### config.mk
export PLATFORM = sky130hd
export DESIGN_NAME = reset_sequencer
export DESIGN_NICKNAME = d
export VERILOG_FILES = /design/src/rtl/reset_sequencer.sv
export SDC_FILE = /design/constraint.sdc
export NUM_CORES = 1
export LEC_CHECK = 0
export CAP_MARGIN = 10
export CORE_MARGIN = 2
export CORE_UTILIZATION = 25
export CTS_CLUSTER_DIAMETER = 80
export DETAILED_ROUTE_END_ITERATION = 10
export PLACE_DENSITY = 0.45
export SLEW_MARGIN = 10
export SYNTH_ARGS = -nofsm -noshare
export SYNTH_HDL_FRONTEND = slang
export SYNTH_SLANG_ARGS = --single-unit
### constraint.sdc
create_clock -name i_clk -period 2.2 [get_ports i_clk]
set_input_delay 0.33 -clock i_clk [delete_from_list [all_inputs] [get_ports i_clk]]
set_output_delay 0.33 -clock i_clk [all_outputs]
set_load 0.1 [all_outputs]
### src/rtl/reset_sequencer.sv
// Staged reset release: hold all stages, then release them one by one in index order,
// waiting (with timeout) for each stage to acknowledge before releasing the next.

module reset_sequencer_stage (
   input  logic i_clk,
   input  logic i_resetn,
   input  logic i_clr,
   input  logic i_set,
   output logic o_rstn
);
   logic r_rstn;

   // Bits are only ever cleared together, so a released prefix stays contiguous.
   always_ff @(posedge i_clk) begin
      if (!i_resetn || i_clr) r_rstn <= 1'b0;
      else if (i_set)         r_rstn <= 1'b1;
   end

   assign o_rstn = r_rstn;
endmodule

module reset_sequencer #(
   parameter int N_STAGES    = 4,
   parameter int HOLD_CYCLES = 8,
   parameter int STAGE_DELAY = 4,
   parameter int TIMEOUT     = 1024
) (
   input  logic                          i_clk,
   input  logic                          i_resetn,
   input  logic                          i_sw_rst_req,
   input  logic [N_STAGES-1:0]           i_stage_ack,
   output logic [N_STAGES-1:0]           o_stage_rstn,
   output logic [$clog2(N_STAGES):0]     o_cur_stage,
   output logic                          o_all_ready,
   output logic                          o_seq_error
);
   localparam int CUR_W   = $clog2(N_STAGES) + 1;
   localparam int HD_MAX  = (HOLD_CYCLES > STAGE_DELAY) ? HOLD_CYCLES : STAGE_DELAY;
   localparam int CNT_MAX = (HD_MAX > TIMEOUT) ? HD_MAX : TIMEOUT;
   localparam int CNT_W   = $clog2(CNT_MAX + 1);

   typedef enum logic [2:0] {S_HOLD, S_DELAY, S_WAIT_ACK, S_RUN, S_ERROR} state_t;

   state_t              r_state, w_state_nxt;
   logic [CNT_W-1:0]    r_cnt, w_cnt_nxt;
   logic [CUR_W-1:0]    r_cur, w_cur_nxt;
   logic                r_ready, w_ready_nxt;
   logic                r_err, w_err_nxt;
   logic                w_clr;
   logic [N_STAGES-1:0] w_set;
   logic [N_STAGES-1:0] w_stage_rstn;
   logic                w_ack_cur;
   logic                w_last;
   logic                w_ack_all;

   // Select the ack bit of the stage being waited on without an over-wide index.
   always_comb begin
      w_ack_cur = 1'b0;
      for (int k = 0; k < N_STAGES; k++)
         if (r_cur == CUR_W'(k)) w_ack_cur = i_stage_ack[k];
   end

   assign w_last    = (r_cur == CUR_W'(N_STAGES - 1));
   assign w_ack_all = &i_stage_ack;

   always_ff @(posedge i_clk) begin
      if (!i_resetn) begin
         r_state <= S_HOLD;
         r_cnt   <= '0;
         r_cur   <= '0;
         r_ready <= 1'b0;
         r_err   <= 1'b0;
      end else begin
         r_state <= w_state_nxt;
         r_cnt   <= w_cnt_nxt;
         r_cur   <= w_cur_nxt;
         r_ready <= w_ready_nxt;
         r_err   <= w_err_nxt;
      end
   end

   always_comb begin
      w_state_nxt = r_state;
      w_cnt_nxt   = r_cnt;
      w_cur_nxt   = r_cur;
      w_ready_nxt = r_ready;
      w_err_nxt   = r_err;
      w_clr       = 1'b0;
      w_set       = '0;

      // Software request outranks every event in every state.
      if (i_sw_rst_req) begin
         w_state_nxt = S_HOLD;
         w_cnt_nxt   = '0;
         w_cur_nxt   = '0;
         w_ready_nxt = 1'b0;
         w_err_nxt   = 1'b0;
         w_clr       = 1'b1;
      end else begin
         unique case (r_state)
            S_HOLD: begin
               if (r_cnt == CNT_W'(HOLD_CYCLES - 1)) begin
                  w_set[0]    = 1'b1;
                  w_cur_nxt   = '0;
                  w_cnt_nxt   = '0;
                  w_state_nxt = S_DELAY;
               end else begin
                  w_cnt_nxt = r_cnt + CNT_W'(1);
               end
            end
            S_DELAY: begin
               if (r_cnt == CNT_W'(STAGE_DELAY - 1)) begin
                  w_cnt_nxt   = '0;
                  w_state_nxt = S_WAIT_ACK;
               end else begin
                  w_cnt_nxt = r_cnt + CNT_W'(1);
               end
            end
            S_WAIT_ACK: begin
               // An ack on the final timeout edge still counts as in time.
               if (w_ack_cur) begin
                  w_cnt_nxt = '0;
                  if (w_last) begin
                     w_ready_nxt = 1'b1;
                     w_state_nxt = S_RUN;
                  end else begin
                     for (int k = 1; k < N_STAGES; k++)
                        if (r_cur == CUR_W'(k - 1)) w_set[k] = 1'b1;
                     w_cur_nxt   = r_cur + CUR_W'(1);
                     w_state_nxt = S_DELAY;
                  end
               end else if (r_cnt == CNT_W'(TIMEOUT - 1)) begin
                  w_cnt_nxt   = '0;
                  w_err_nxt   = 1'b1;
                  w_state_nxt = S_ERROR;
               end else begin
                  w_cnt_nxt = r_cnt + CNT_W'(1);
               end
            end
            S_RUN: begin
               if (!w_ack_all) begin
                  w_ready_nxt = 1'b0;
                  w_err_nxt   = 1'b1;
                  w_state_nxt = S_ERROR;
               end
            end
            S_ERROR: begin
               w_state_nxt = S_ERROR;
            end
            default: begin
               w_state_nxt = S_HOLD;
               w_cnt_nxt   = '0;
               w_cur_nxt   = '0;
               w_ready_nxt = 1'b0;
               w_err_nxt   = 1'b0;
               w_clr       = 1'b1;
            end
         endcase
      end
   end

   for (genvar g = 0; g < N_STAGES; g++) begin : g_stage
      reset_sequencer_stage u_stage (
         .i_clk    (i_clk),
         .i_resetn (i_resetn),
         .i_clr    (w_clr),
         .i_set    (w_set[g]),
         .o_rstn   (w_stage_rstn[g])
      );
   end

   assign o_stage_rstn = w_stage_rstn;
   assign o_cur_stage  = r_cur;
   assign o_all_ready  = r_ready;
   assign o_seq_error  = r_err;
endmodule
Word-level counts from Yosys, hierarchy flattened
Cells that the tools add are included.
W data, S select, Z words.
{"block": "totals", "inputBits": 7, "regBits": 23, "output_inout_bits": 9}
{"block": "classes", "add_sub_neg": 2, "bitwise": 3, "n_eq_ne": 19, "reduce_logical": 14, "muxes": 39}
{"op": "$mux W11", "count": 4}
{"op": "$pmux W11 S4", "count": 1}
{"op": "$mux W3", "count": 11}
{"op": "$reduce_and A4 Y1", "count": 5}
{"op": "$mux W1", "count": 17}
{"op": "$ne A2 B2 Y1 const B", "count": 8}
{"op": "$pmux W3 S5", "count": 1}
{"op": "$eq A3 B2 Y1 const B", "count": 4}
{"op": "$add A11 B1 Y11 const B", "count": 1}
{"op": "$eq A11 B10 Y1 const B", "count": 1}
{"op": "$eq A11 B2 Y1 const B", "count": 1}
{"op": "$eq A11 B3 Y1 const B", "count": 1}
{"op": "$pmux W3 S3", "count": 1}
{"op": "$eq A3 B1 Y1 const B", "count": 2}
{"op": "$logic_not A3 Y1", "count": 2}
{"op": "$pmux W1 S3", "count": 2}
{"op": "$reduce_or A3 Y1", "count": 2}
{"op": "$reduce_or A5 Y1", "count": 1}
{"op": "$mux W4", "count": 1}
{"op": "$reduce_or A2 Y1", "count": 2}
{"op": "$add A3 B1 Y3 const B", "count": 1}
{"op": "$eq A3 B3 Y1 const B", "count": 1}
{"op": "$ne A3 B3 Y1 const B", "count": 1}
{"op": "$not A1 Y1", "count": 3}
{"op": "3 further kinds", "count": 3}

Logic depth before layout (Yosys ltp)
{"block": "depth", "word_depth": 8, "depth_mapped": 8, "depth_no_buf": 7}

By module
A second synthesis with hierarchy kept.
{"block": "unflattened", "hier_cells": 160, "hier_area_um2": 1368.8}
{"mod": "reset_sequencer", "instances": 1, "cells_each": 148, "area_each_um2": 1223.7, "seq_area_each_um2": 380.4}
{"mod": "reset_sequencer_stage", "instances": 4, "cells_each": 3, "area_each_um2": 36.3, "seq_area_each_um2": 20.0}

Worst setup path after synthesis
No wires, ideal clock.
{"block": "synth_path", "kind": "register to register", "from": "register r_cur[1], in the netlist o_cur_stage[1]", "to": "register r_state[1]", "setup_ps": 116, "arrival_time_ps": 2696, "path_stages_with_launch": 8, "n_path_buf": 0, "slack_ps": -612, "required_ps": 2084, "cell_sequence": "dfxtp_1 > inv_1 > ha_1 > or3b_1 > o41ai_2 > nor3_2 > a211o_1 > a31o_1"}
{"block": "synth_via", "elab_chain_len": 7, "word_cells_on_any_way": 13, "cone_classes": "eq/ne (4); mux (7); reduce/logical (2)"}
{"item": "start, declared", "line_no": "46", "text": "logic [CUR_W-1:0] r_cur, w_cur_nxt;"}
{"item": "start signal, assigned", "line_no": "76", "text": "r_cur <= w_cur_nxt;"}
{"item": "$logic_not A3 Y1", "line_no": "60", "text": "if (r_cur == CUR_W'(k)) w_ack_cur = i_stage_ack[k];"}
{"item": "$mux W1 (4 in series)", "line_no": "60"}
{"item": "$mux W3 / $ne A3 B3 Y1 (equally long branches)"}
{"item": "$pmux W3 S5 / $reduce_and A4 Y1 (equally long branches)"}
{"item": "end signal, assigned", "line_no": "74", "text": "r_state <= w_state_nxt;"}
{"item": "end, declared", "line_no": "44", "text": "state_t r_state, w_state_nxt;"}
Parallel ways exist; a longest one is shown, timed or not.
A chain may end at the register's enable or synchronous reset.

Final worst setup path
{"block": "layout_path", "from": "register r_cur[0], in the netlist o_cur_stage[0]", "to": "register r_cnt[7]"}
{"block": "layout_via", "elab_chain_len": 7, "word_cells_on_any_way": 10, "cone_classes": "eq/ne (3); mux (6); reduce/logical (1)"}
{"item": "$logic_not A3 Y1", "line_no": "60"}
{"item": "$mux W1 (3 in series)", "line_no": "60"}
{"item": "$mux W1 *", "line_no": "60"}
{"item": "$mux W11 *", "line_no": "121", "text": "if (w_ack_cur) begin"}
{"item": "$pmux W11 S4 *", "line_no": "100", "text": "unique case (r_state)"}
{"item": "end signal, assigned", "line_no": "75", "text": "r_cnt <= w_cnt_nxt;"}
{"item": "end, declared", "line_no": "45", "text": "logic [CNT_W-1:0] r_cnt, w_cnt_nxt;"}
Every way passes the cells marked *; elsewhere a longest branch is shown, timed or not.

==> impl_results.html <==
<table>
<tr><th>Metric</th><th>Value</th></tr>
<tr><th colspan="2">Outcome</th></tr>
<tr><td>Status</td><td>complete, no violations</td></tr>
<tr><th colspan="2">Timing</th></tr>
<tr><td>Final hold violations</td><td>0</td></tr>
<tr><td>Fmax</td><td>490 MHz</td></tr>
<tr><td>Clock skew after layout</td><td>0.00669 ns</td></tr>
<tr><td>Setup WS post-layout</td><td>0.159 ns</td></tr>
<tr><td>Min Clock Period, post-route</td><td>2.04 ns</td></tr>
<tr><td>Final period util</td><td>92.8%</td></tr>
<tr><td>Final setup violation count</td><td>0</td></tr>
<tr><td>Worst hold slack across all endpoints</td><td>0.476 ns</td></tr>
<tr><td>Slew at the pin closest to its max-slew limit</td><td>0.628 ns</td></tr>
<tr><td>Max-Slew Margin vs Limit</td><td>58.2%</td></tr>
<tr><td>Setup repair after global routing missed its margin</td><td>no</td></tr>
<tr><td>Max Slew Vio Count</td><td>0</td></tr>
<tr><td>Post-route setup TNS</td><td>0 ns</td></tr>
<tr><th colspan="2">Pwr</th></tr>
<tr><td>Leakage Power</td><td>0.000681 uW</td></tr>
<tr><td>VDD IR max</td><td>196 uV</td></tr>
<tr><td>Ratio of total power to cell area</td><td>413 nW/um2</td></tr>
<tr><th colspan="2">Worst setup path</th></tr>
<tr><td>Crit path required time</td><td>2.38 ns</td></tr>
<tr><td>Worst path slowest cell</td><td>dfxtp_4</td></tr>
<tr><td>Critical Path, Cell by Cell</td><td>ha_1 &gt; ha_1 &gt; nand2_1 &gt; o41ai_4 &gt; nor3_2 &gt; buf_12 &gt; a211oi_1 &gt; nor4_1</td></tr>
<tr><td>Start of the worst register-to-register path</td><td>o_cur_stage[0]</td></tr>
<tr><td>Data arrival time at the worst-slack endpoint</td><td>2.22 ns</td></tr>
<tr><td>Critical path startpoint category</td><td>register</td></tr>
<tr><td>Cell with the most instances on the worst path</td><td>ha_1</td></tr>
<tr><td>Critical Setup Path Class</td><td>register to register</td></tr>
<tr><td>Startpoint of the worst setup timing path</td><td>o_cur_stage[0]</td></tr>
<tr><td>Max FO, Critical Path</td><td>12</td></tr>
<tr><td>Kind of end point of the critical path</td><td>register</td></tr>
<tr><td>Peak per-stage delay on the critical path</td><td>0.37 ns</td></tr>
<tr><th colspan="2">Logic synthesis</th></tr>
<tr><td>Cell area after synthesis</td><td>1420 um2</td></tr>
<tr><td>Share of synthesized flip-flops with an asynchronous set or reset</td><td>0%</td></tr>
<tr><td>Syn avg cell area</td><td>8.08 um2</td></tr>
<tr><td>Top cell type by total area after synthesis</td><td>dfxtp_1</td></tr>
<tr><td>Sequential cell area fraction in the yosys report</td><td>32.4%</td></tr>
<tr><td>Number of enable-type register cells in the synthesized netlist</td><td>0</td></tr>
<tr><td>Count of different cell masters after synthesis</td><td>49</td></tr>
<tr><td>Top_reg_cell synth</td><td>dfxtp_1</td></tr>
<tr><td>Cell count after synthesis</td><td>176</td></tr>
<tr><td>Area share of the largest cell type after synthesis</td><td>32.4%</td></tr>
<tr><td>Top post-synthesis cells by area</td><td>dfxtp_1, ha_1, nor2_1</td></tr>
<tr><td>Flip-flop and latch count after synthesis</td><td>23</td></tr>
<tr><td>Post-synth net total</td><td>189</td></tr>
<tr><td>Number of warnings reported in the yosys synthesis log</td><td>0</td></tr>
<tr><th colspan="2">Detailed routing</th></tr>
<tr><td>First-iteration detailed-routing DRC count</td><td>93</td></tr>
<tr><td>Mean routed wirelength per cell</td><td>13.6 um</td></tr>
<tr><td>Number of detailed-route iterations in the first pass</td><td>4</td></tr>
<tr><td>Average vias per placed instance</td><td>5.14</td></tr>
<tr><td>Number of remaining DRC errors</td><td>0</td></tr>
<tr><td>Post-route antenna net violation count</td><td>0</td></tr>
<tr><td>Overall routed net length</td><td>3590 um</td></tr>
<tr><td>Total via count in the routed design</td><td>1357</td></tr>
<tr><th colspan="2">Placement</th></tr>
<tr><td>Post-placement setup slack</td><td>-0.0678 ns</td></tr>
<tr><td>Routability congestion estimate</td><td>0.805</td></tr>
<tr><td>Placed cell count</td><td>260</td></tr>
<tr><td>Placed wire-length estimate after detailed placement</td><td>2700 um</td></tr>
<tr><td>Count of input and output buffers</td><td>15</td></tr>
<tr><td>Post-place instance area</td><td>1730 um2</td></tr>
<tr><th colspan="2">GRT</th></tr>
<tr><td>Largest net degree at the start of global routing</td><td>13</td></tr>
<tr><td>First-pass GRT wire length</td><td>5890 um</td></tr>
<tr><td>Remaining Overflow, GRT</td><td>0</td></tr>
<tr><td>GRT Resource Usage Total</td><td>12.1%</td></tr>
<tr><td>Initial antenna violation count</td><td>0</td></tr>
<tr><td>Via count of the first global-routing pass</td><td>1163</td></tr>
<tr><th colspan="2">Clock tree</th></tr>
<tr><td>Largest buffer count on any clock path</td><td>2</td></tr>
<tr><td>Clock tree from TritonCTS</td><td>built</td></tr>
<tr><td>Count of clock tree sinks</td><td>23</td></tr>
<tr><td>Clock H-tree levels</td><td>1</td></tr>
<tr><td>Clock insertion delay at the later pin of the skew report</td><td>0.27 ns</td></tr>
<tr><td>Post_cts resized</td><td>0</td></tr>
<tr><td>Clock slew seen by the registers of the worst setup and hold paths</td><td>0.09 ns</td></tr>
<tr><td>TritonCTS buffer count</td><td>3</td></tr>
<tr><td>Clock Root Buffer</td><td>clkbuf_8</td></tr>
<tr><td>Quantity of hold-fixing buffers added after cts</td><td>0</td></tr>
<tr><td>Setup Buffers After CTS</td><td>0</td></tr>
<tr><th colspan="2">Floorplan</th></tr>
<tr><td>Area of the die</td><td>6310 um2</td></tr>
<tr><td>Num ports</td><td>16</td></tr>
<tr><td>Y dimension of the die</td><td>79.4 um</td></tr>
<tr><td>Initial Utilization</td><td>25.8%</td></tr>
<tr><td>Area of the core region</td><td>5510 um2</td></tr>
<tr><td>Standard-cell row count</td><td>27</td></tr>
<tr><td>Overall die width</td><td>79.4 um</td></tr>
<tr><th colspan="2">Finish</th></tr>
<tr><td>Fraction of final layout cells with drive strength greater than 1</td><td>21.9%</td></tr>
<tr><td>Final Cell Area</td><td>1780 um2</td></tr>
<tr><td>Number of cells in the finished layout apart from fillers</td><td>264</td></tr>
<tr><td>Net count, final</td><td>206</td></tr>
<tr><td>Synth-to-layout area growth</td><td>24.8%</td></tr>
<tr><td>Antenna Cells</td><td>0</td></tr>
<tr><td>Fill cell total of the finished layout</td><td>585</td></tr>
<tr><th colspan="2">Min path</th></tr>
<tr><td>Worst Hold Launch</td><td>g_stage[3].u_stage.o_rstn</td></tr>
<tr><td>Path class of the lowest-slack min-delay path</td><td>register to register</td></tr>
<tr><th colspan="2">Run</th></tr>
<tr><td>Max-Cap Viols</td><td>0</td></tr>
</table>
[stage by stage]
stage,utilization (%),total power (uW)
CTS,32.2,749
global placement,31.4,471
detailed placement,31.4,471
finish,32.2,732
floorplan,-,445
global route,32.2,766
[cells in the mapped netlist, drive strengths merged, types with 2 or more instances]
library cell  instances
o22ai                 2
or3b                  2
buf                   7
nor3b                 2
nor2                 19
nand3                10
a211oi                5
o31ai                 2
o21ai                 4
and2                  3
a221oi                5
ha                    6
nand2                10
clkbuf                7
dfxtp                23
nand4                 3
o211ai                4
inv                   9
and3                  4
nor3                 11
a41oi                 2
nor4                  3
nand2b                3
a21oi                10
[cell type report]
class / count / area, um2 / share of cell area [%]
Tap cell: 72 / 90.1 / 5.07
Inverter: 9 / 33.8 / 1.90
Multi-Input combinational cell: 130 / 915 / 51.5
Sequential cell: 23 / 469 / 26.4
Clock buffer: 4 / 45.0 / 2.54
Timing Repair Buffer: 26 / 223 / 12.5
[worst paths after layout]
path / end / slack [ns] / depth (start not counted)
worst max-delay path: r_cnt[7] / 0.16 / 8
worst min-delay path: g_stage[3].u_stage.o_rstn / 0.48 / 2
worst max register to register: r_cnt[7] / 0.16 / 8
worst min register to register: g_stage[3].u_stage.o_rstn / 0.48 / 2
[per-layer routing]
layer	part of all wire (%)	GRT usage [%]	up-vias
li1	-	-	678
met1	47	17.0	633
met2	46	18.0	42
met3	5.3	2.38	4
met4	1.4	5.17	0
met5	0	0	-
[where the power goes]
part	internal, uW	switching [uW]
registers	415	1.67
clock network	130	142
logic	23.7	20.5
[critical path, delay by kind of cell, from the launching register on]
kind / cells / cell delay, ns
AOI/OAI and AO/OA: 2 / 0.18
buffers and inverters: 1 / 0.18
adders and majority gates: 2 / 0.48
and+or+nand+nor: 3 / 0.74
DFF: 1 / 0.37
[cell usage in the layout (no fill, tap or decap), types with 4 or more instances in the layout]
master           count
a211oi_1             5
a21oi_1             10
a221oi_2             5
and3_1               4
buf_4               19
clkdlybuf4s50_1      6
dfxtp_1             20
ha_1                 5
inv_1                8
nand2_1             10
nand3_1             10
nor2_1              19
nor3_1               9
o211ai_1             4
[sequential cells by signal (all words and copies together) (netlist names)]
register and flops:
g_stage.u_stage.o_rstn 4, o_all_ready 1, o_cur_stage 3, o_seq_error 1, r_cnt 11, r_state 3
[cell families (layout without fill, tap and decap cells)]
group / after synthesis / in the layout / share of synthesized area [%]
compound gates: 43 / 43 / 21.8
xor+xnor: 2 / 2 / 1.23
fa+ha+maj: 6 / 6 / 5.28
buf+inv: 23 / 39 / 7.39
flops: 23 / 23 / 32.4
mux: 2 / 2 / 1.50
simple gates: 77 / 77 / 30.4
(Power assumes the default switching activity.)
